===== src/rtl/arbitro_vram_pkg.sv =====
// Shared constants and grant-owner encoding for the VRAM arbiter.
package arbitro_vram_pkg;

   localparam int unsigned FB_W     = 160;
   localparam int unsigned FB_H     = 120;
   localparam int unsigned FB_SIZE  = FB_W * FB_H;
   localparam int unsigned ADDR_W   = 15;
   localparam int unsigned DATA_W   = 3;
   localparam int unsigned PIPE_LAT = 2;

   // Owner of the single RAM port in the current cycle
   typedef enum logic [1:0] {
      NONE    = 2'd0,
      DISPLAY = 2'd1,
      WRITER  = 2'd2,
      READER  = 2'd3
   } owner_t;

endpackage


===== src/rtl/arbitro_vram_calc_dir_pixel.sv =====
// Screen coordinate to framebuffer address: (y>>2)*160 + (x>>2) using shift-add only.
module calc_dir_pixel (
   input  logic [9:0]                          pixel_x,
   input  logic [9:0]                          pixel_y,
   output logic [arbitro_vram_pkg::ADDR_W-1:0] pix_addr
);
   import arbitro_vram_pkg::*;

   logic [ADDR_W-1:0] cell_x;
   logic [ADDR_W-1:0] cell_y;
   logic              unused_low_bits;

   // Drop the two LSBs: each framebuffer cell covers a 4x4 screen block
   assign cell_x          = ADDR_W'(pixel_x[9:2]);
   assign cell_y          = ADDR_W'(pixel_y[9:2]);
   assign unused_low_bits = ^{pixel_x[1:0], pixel_y[1:0]};

   // y*160 = y*128 + y*32, wraps at 15 bits
   assign pix_addr = (cell_y << 7) + (cell_y << 5) + cell_x;

endmodule


===== src/rtl/arbitro_vram.sv =====
// Single-port VRAM arbiter: display has absolute priority while video_on,
// writer and reader share blanking time round-robin.
module arbitro_vram #(
   parameter int unsigned DATA_W = arbitro_vram_pkg::DATA_W,
   parameter int unsigned FB_W   = arbitro_vram_pkg::FB_W,
   parameter int unsigned FB_H   = arbitro_vram_pkg::FB_H
) (
   input  logic                                CLK_pix_rate,
   input  logic                                reset,
   input  logic                                video_on,
   input  logic                                h_sync_in,
   input  logic                                v_sync_in,
   input  logic [9:0]                          pixel_x,
   input  logic [9:0]                          pixel_y,
   input  logic                                wr_req,
   input  logic [arbitro_vram_pkg::ADDR_W-1:0] wr_addr,
   input  logic [DATA_W-1:0]                   wr_data,
   output logic                                wr_ack,
   input  logic                                rd_req,
   input  logic [arbitro_vram_pkg::ADDR_W-1:0] rd_addr,
   output logic                                rd_ack,
   output logic                                rd_valid,
   output logic [DATA_W-1:0]                   rd_data,
   output logic [arbitro_vram_pkg::ADDR_W-1:0] ram_addr,
   output logic                                ram_we,
   output logic [DATA_W-1:0]                   ram_wdata,
   input  logic [DATA_W-1:0]                   ram_rdata,
   output logic [DATA_W-1:0]                   rgb,
   output logic                                h_sync,
   output logic                                v_sync,
   output logic                                video_on_out
);
   import arbitro_vram_pkg::*;

   localparam logic [ADDR_W-1:0] FB_LIMIT = ADDR_W'(FB_W * FB_H);

   owner_t              owner;
   owner_t              last_grant;
   logic [ADDR_W-1:0]   disp_addr;
   logic                rd_inrange;
   logic [PIPE_LAT-1:0] hs_pipe;
   logic [PIPE_LAT-1:0] vs_pipe;
   logic [PIPE_LAT-1:0] von_pipe;

   calc_dir_pixel u_calc_dir_pixel (
      .pixel_x  (pixel_x),
      .pixel_y  (pixel_y),
      .pix_addr (disp_addr)
   );

   // Pick this cycle's RAM owner; nobody owns the port while reset is held
   always_comb begin
      owner = NONE;
      if (!reset)
         owner = NONE;
      else if (video_on)
         owner = DISPLAY;
      else if (wr_req && rd_req)
         owner = (last_grant == READER) ? WRITER : READER;
      else if (wr_req)
         owner = WRITER;
      else if (rd_req)
         owner = READER;
   end

   // Drive the RAM port and acks from the current grant
   always_comb begin
      ram_addr  = '0;
      ram_we    = 1'b0;
      ram_wdata = '0;
      wr_ack    = 1'b0;
      rd_ack    = 1'b0;
      case (owner)
         DISPLAY: ram_addr = disp_addr;
         WRITER: begin
            ram_addr  = wr_addr;
            ram_wdata = wr_data;
            ram_we    = (wr_addr < FB_LIMIT);
            wr_ack    = 1'b1;
         end
         READER: begin
            ram_addr = rd_addr;
            rd_ack   = 1'b1;
         end
         default: ;
      endcase
   end

   // Round-robin memory: only real requester grants move it
   always_ff @(posedge CLK_pix_rate or negedge reset) begin
      if (!reset)
         last_grant <= READER;
      else if (owner == WRITER || owner == READER)
         last_grant <= owner;
   end

   // Read response flags, aligned with ram_rdata one cycle after the grant
   always_ff @(posedge CLK_pix_rate or negedge reset) begin
      if (!reset) begin
         rd_valid   <= 1'b0;
         rd_inrange <= 1'b0;
      end else begin
         rd_valid   <= (owner == READER);
         rd_inrange <= (rd_addr < FB_LIMIT);
      end
   end

   // Out-of-range reads return zero instead of whatever the RAM holds
   assign rd_data = (rd_valid && rd_inrange) ? ram_rdata : '0;

   // Sync/video_on delay line matching the RAM read plus rgb register
   always_ff @(posedge CLK_pix_rate or negedge reset) begin
      if (!reset) begin
         hs_pipe  <= '1;
         vs_pipe  <= '1;
         von_pipe <= '0;
      end else begin
         hs_pipe  <= {hs_pipe[PIPE_LAT-2:0], h_sync_in};
         vs_pipe  <= {vs_pipe[PIPE_LAT-2:0], v_sync_in};
         von_pipe <= {von_pipe[PIPE_LAT-2:0], video_on};
      end
   end

   // Capture display data, blanked outside the active area
   always_ff @(posedge CLK_pix_rate or negedge reset) begin
      if (!reset)
         rgb <= '0;
      else
         rgb <= von_pipe[0] ? ram_rdata : '0;
   end

   assign h_sync       = hs_pipe[PIPE_LAT-1];
   assign v_sync       = vs_pipe[PIPE_LAT-1];
   assign video_on_out = von_pipe[PIPE_LAT-1];

endmodule


===== config.mk =====
export PLATFORM = sky130hd
export DESIGN_NAME = arbitro_vram
export DESIGN_NICKNAME = d
export VERILOG_FILES = /design/src/rtl/arbitro_vram_pkg.sv /design/src/rtl/arbitro_vram_calc_dir_pixel.sv /design/src/rtl/arbitro_vram.sv
export SDC_FILE = /design/constraint.sdc
export NUM_CORES = 1
export LEC_CHECK = 0
export CORE_MARGIN = 2
export CORE_UTILIZATION = 62
export CTS_BUF_LIST = sky130_fd_sc_hd__clkbuf_16
export CTS_CLUSTER_SIZE = 25
export DETAILED_ROUTE_END_ITERATION = 16
export DONT_BUFFER_PORTS = 1
export GPL_TIMING_DRIVEN = 0
export PLACE_DENSITY = 0.81
export SYNTH_ARGS = -nofsm -noshare
export SYNTH_HDL_FRONTEND = slang
export SYNTH_SLANG_ARGS = --single-unit
export TNS_END_PERCENT = 1

===== constraint.sdc =====
create_clock -name CLK_pix_rate -period 2.8 [get_ports CLK_pix_rate]
set_input_delay 0.42 -clock CLK_pix_rate [delete_from_list [all_inputs] [get_ports CLK_pix_rate]]
set_output_delay 0.42 -clock CLK_pix_rate [all_outputs]
set_load 0.03 [all_outputs]

==> summary.md <==
| Metric | Value |
|---|---|
| Worst-path clk slew | `0.05 ns` |
| CTS tree | `yes` |
| Required time of the critical path | `2.38 ns` |
| Critical Path Source | `pixel_y[2]` |
| Power density over cell area | `524 nW/um^2` |
| Leakage power | `0.000658 uW` |
| Sequential Power Share | `29.9%` |
| Via/cell ratio | `7.12` |
| Die ar. | `2380 sq um` |
| Ratio of cells with drive above 1 in the final layout | `15.3%` |
| Combinational share of power | `34.2%` |
| Post-CTS Setup Bufs | `0` |
| Post-synthesis instance area | `1250 sq um` |
| HPWL after DPL | `2900 microns` |
| Synth Register Bits | `13` |
| Metal3 WL | `318 microns` |
| Top-count cell post-synth | `ha_1` |
| Ports | `94` |
| Hold crit path type | `in2async` |
| Routed wire length per instance | `21.4 microns` |
| Reg2reg path depth | `4` |
| Final period util | `98.7%` |
| CP endpoint | `ram_addr[14]` |
| Post-route cell area | `1420 sq um` |
| Initial Util | `64.8%` |
| DR pass1 iterations | `5` |
| Row cnt | `16` |
| Post-synth ARST share | `100%` |
| Chip width | `48.8 microns` |
| Antenna violations before repair | `0` |
| Post-Place Cell Area | `1280 sq um` |
| Wirelength, routed | `3650 microns` |
| Area contributors post-synth | `ha_1 (15%), dfrtp_1 (14%), dfstp_2 (13%), a222oi_1 (5.6%), a22oi_1 (4.2%)` |
| Worst vdd ir | `0.442 mV` |
| Clock skew | `0.00334 ns` |
| Critical Path Source Type | `input pin` |
| WP data arrival | `2.34 ns` |
| Core area | `1920 sq um` |
| CTS root buffer | `clkbuf_16` |
| Vias in the first global route | `1265` |
| # fillers | `155` |
| Layout area overhead | `14.1%` |
| Sw frac | `35.5%` |
| End of the worst register-to-register path | `rd_valid$_DFF_PN0_` |
| Crit Reg-Reg Startpoint | `last_grant[0]$_DFFE_PN1P_` |
| Overall routing resource usage | `32.0%` |
| R2R Setup Slk | `1.56 ns` |
| Total CTS buffers | `3` |
| # DRC | `0` |
| Synth cell types | `39` |
| Syn_area_per_cell | `8.97 sq um` |
| First-pass GRT wire length | `5860 microns` |
| Register area share after synthesis | `26.7%` |
| Worst Path Max Fanout | `4` |
| Worst-skew pair later-pin latency | `0.24 ns` |
| Post-synth top cells | `ha_1 (15), inv_1 (14)` |
| Status | `complete, no violations` |
| Synth Warn # | `0` |
| Pre-CTS WS | `-0.325 ns` |
| Port-buffer cells | `0` |
| Max-Cap Viols | `0` |
| Finish-stage setup viols | `0` |
| Clock sink count | `13` |
| Syn Nets | `219` |
| Number of nets in the layout | `225` |
| Yosys top cell area share | `15.1%` |
| Worst setup EP type | `primary output` |
| Chip height | `48.8 microns` |
| Post-synth EDFFs | `0` |
| Pin count of the biggest net entering global routing | `12` |
| First DRT Iteration DRCs | `48` |
| Met1 wire length | `1310 microns` |
| Antenna Violating Nets Remaining | `0` |
| Max frequency | `0.362 GHz` |
| Final Wtd Congestion | `0.885` |
| GRT overflow | `0` |
| Slew margin rel. | `54.9%` |
| Synth area leader | `ha_1` |
| Crit path kind | `in2out` |
| Worst-Margin Slew | `0.675 ns` |
| Internal power | `481 uW` |
| Hold Vio Cnt, Final | `0` |
| Clock Tree Buf Depth | `2` |
| H-Tree Depth | `1` |
| Min Tclk post-route | `2.76 ns` |
| WL met2 | `1890 microns` |
| Post-Synthesis Cells | `139` |
| Dominant synthesized flop cell | `dfrtp_1` |
| Vias | `1217` |
| PnR worst setup slack | `0.0366 ns` |
| Final Max Slew Viols | `0` |
| Top Metal Used | `met4` |
| Antenna diodes | `0` |
| Switching power | `265 uW` |
| Clk network pwr share | `35.9%` |
layer usage:
metal / GRT usage, % / up-vias
met5: 0 / -
met4: 15.2 / 0
met3: 5.83 / 13
met2: 57.8 / 89
met1: 36.2 / 574
li1: - / 541
logic make-up after synthesis:
logic type      count (synthesis)  synth area share [%]
compound gates                 45                  27.4
simple gates                   42                  19.5
buf+inv                        21                  7.33
fa+ha+maj                      17                  18.3
flops                          13                  26.7
mux                             1                 0.803
layout make-up:
cell class / instances / area (sq um) / area share [%]
Clock inverter: 1 / 3.75 / 0.264
Timing Repair Buffer: 1 / 10.0 / 0.704
Sequential cell: 13 / 333 / 23.4
Clock buffer: 3 / 75.1 / 5.28
Multi-Input combinational cell: 105 / 875 / 61.5
Inverter: 14 / 52.6 / 3.70
Tap cell: 27 / 33.8 / 2.38
Buffer: 7 / 38.8 / 2.73
metrics by stage:
stage / hold WS [ns] / TNS [ns] / cells / total power, uW / util (%)
2_1_floorplan: 0.124 / -0.152 / 139 / 420 / -
3_3_place_gp: 0.125 / -0.465 / 166 / 447 / 66.9
3_5_place_dp: 0.125 / -0.654 / 166 / 455 / 66.9
4_1_cts: 0.0150 / -0.0939 / 171 / 738 / 73.0
5_1_grt: 0.00739 / -0.0291 / 171 / 782 / 74.0
6_report: 0.0170 / 0 / 171 / 745 / 74.0
critical path, stage by stage:
cell      delay [ns]
inv_1           0.04
fa_1            0.52
fa_2            0.39
nor2b_4         0.16
o31ai_2         0.11
a2111o_1        0.42
nand4_1         0.27
state kept, by name, indices dropped and copies added, names as in the netlist:
name,count
rgb,3
hs_pipe,2
last_grant,2
von_pipe,2
vs_pipe,2
rd_inrange,1
rd_valid,1
worst min-delay path by stage:
stage                                      to  slack [ns]  depth (start not counted)
floorplan                rd_inrange$_DFF_PN0_        0.12                          0
global placement           rd_valid$_DFF_PN0_        0.12                          0
detailed placement         rd_valid$_DFF_PN0_        0.12                          0
CTS                 last_grant[1]$_DFFE_PN1P_        0.02                          0
global route             hs_pipe[1]$_DFF_PN1_       0.007                          0
finish              last_grant[1]$_DFFE_PN1P_        0.02                          0
what timing repair did:
| action | CTS | global route |
|---|---|---|
| pin swaps | 0 | 3 |
| endpoints found under the hold margin | 7 | 0 |
| resized for setup | 5 | 5 |
| cloned | 0 | 0 |
| hold buffers | 1 | 0 |
| setup endpoints to repair | 4 | 5 |
layout by cell type (no fill, tap or decap), types with 2 or more instances in the layout:
cell type,n
inv_1,15
nor2_1,2
clkbuf_16,3
nor3_1,3
a22oi_1,7
a21o_1,3
a21oi_1,5
a222oi_1,7
o21ai_0,3
nand3b_1,2
buf_2,4
and3_1,4
nand3_1,5
dfstp_2,6
nand4_1,3
o31ai_4,2
nand2_1,5
dfrtp_1,7
clkbuf_1,2
ha_1,14
nor2b_1,3
and2_1,7
o21ai_1,3
a211o_1,2
nor3b_1,3
o21a_1,2
power groups by stage:
stage / Combinational [uW] / Sequential (uW) / Clock, uW
final: 255 / 223 / 268
after global routing: 277 / 225 / 281
after CTS: 244 / 223 / 270
after detailed placement: 229 / 226 / 0
after global placement: 223 / 225 / 0
after floorplan: 197 / 223 / 0
(Power assumes the default switching activity.)
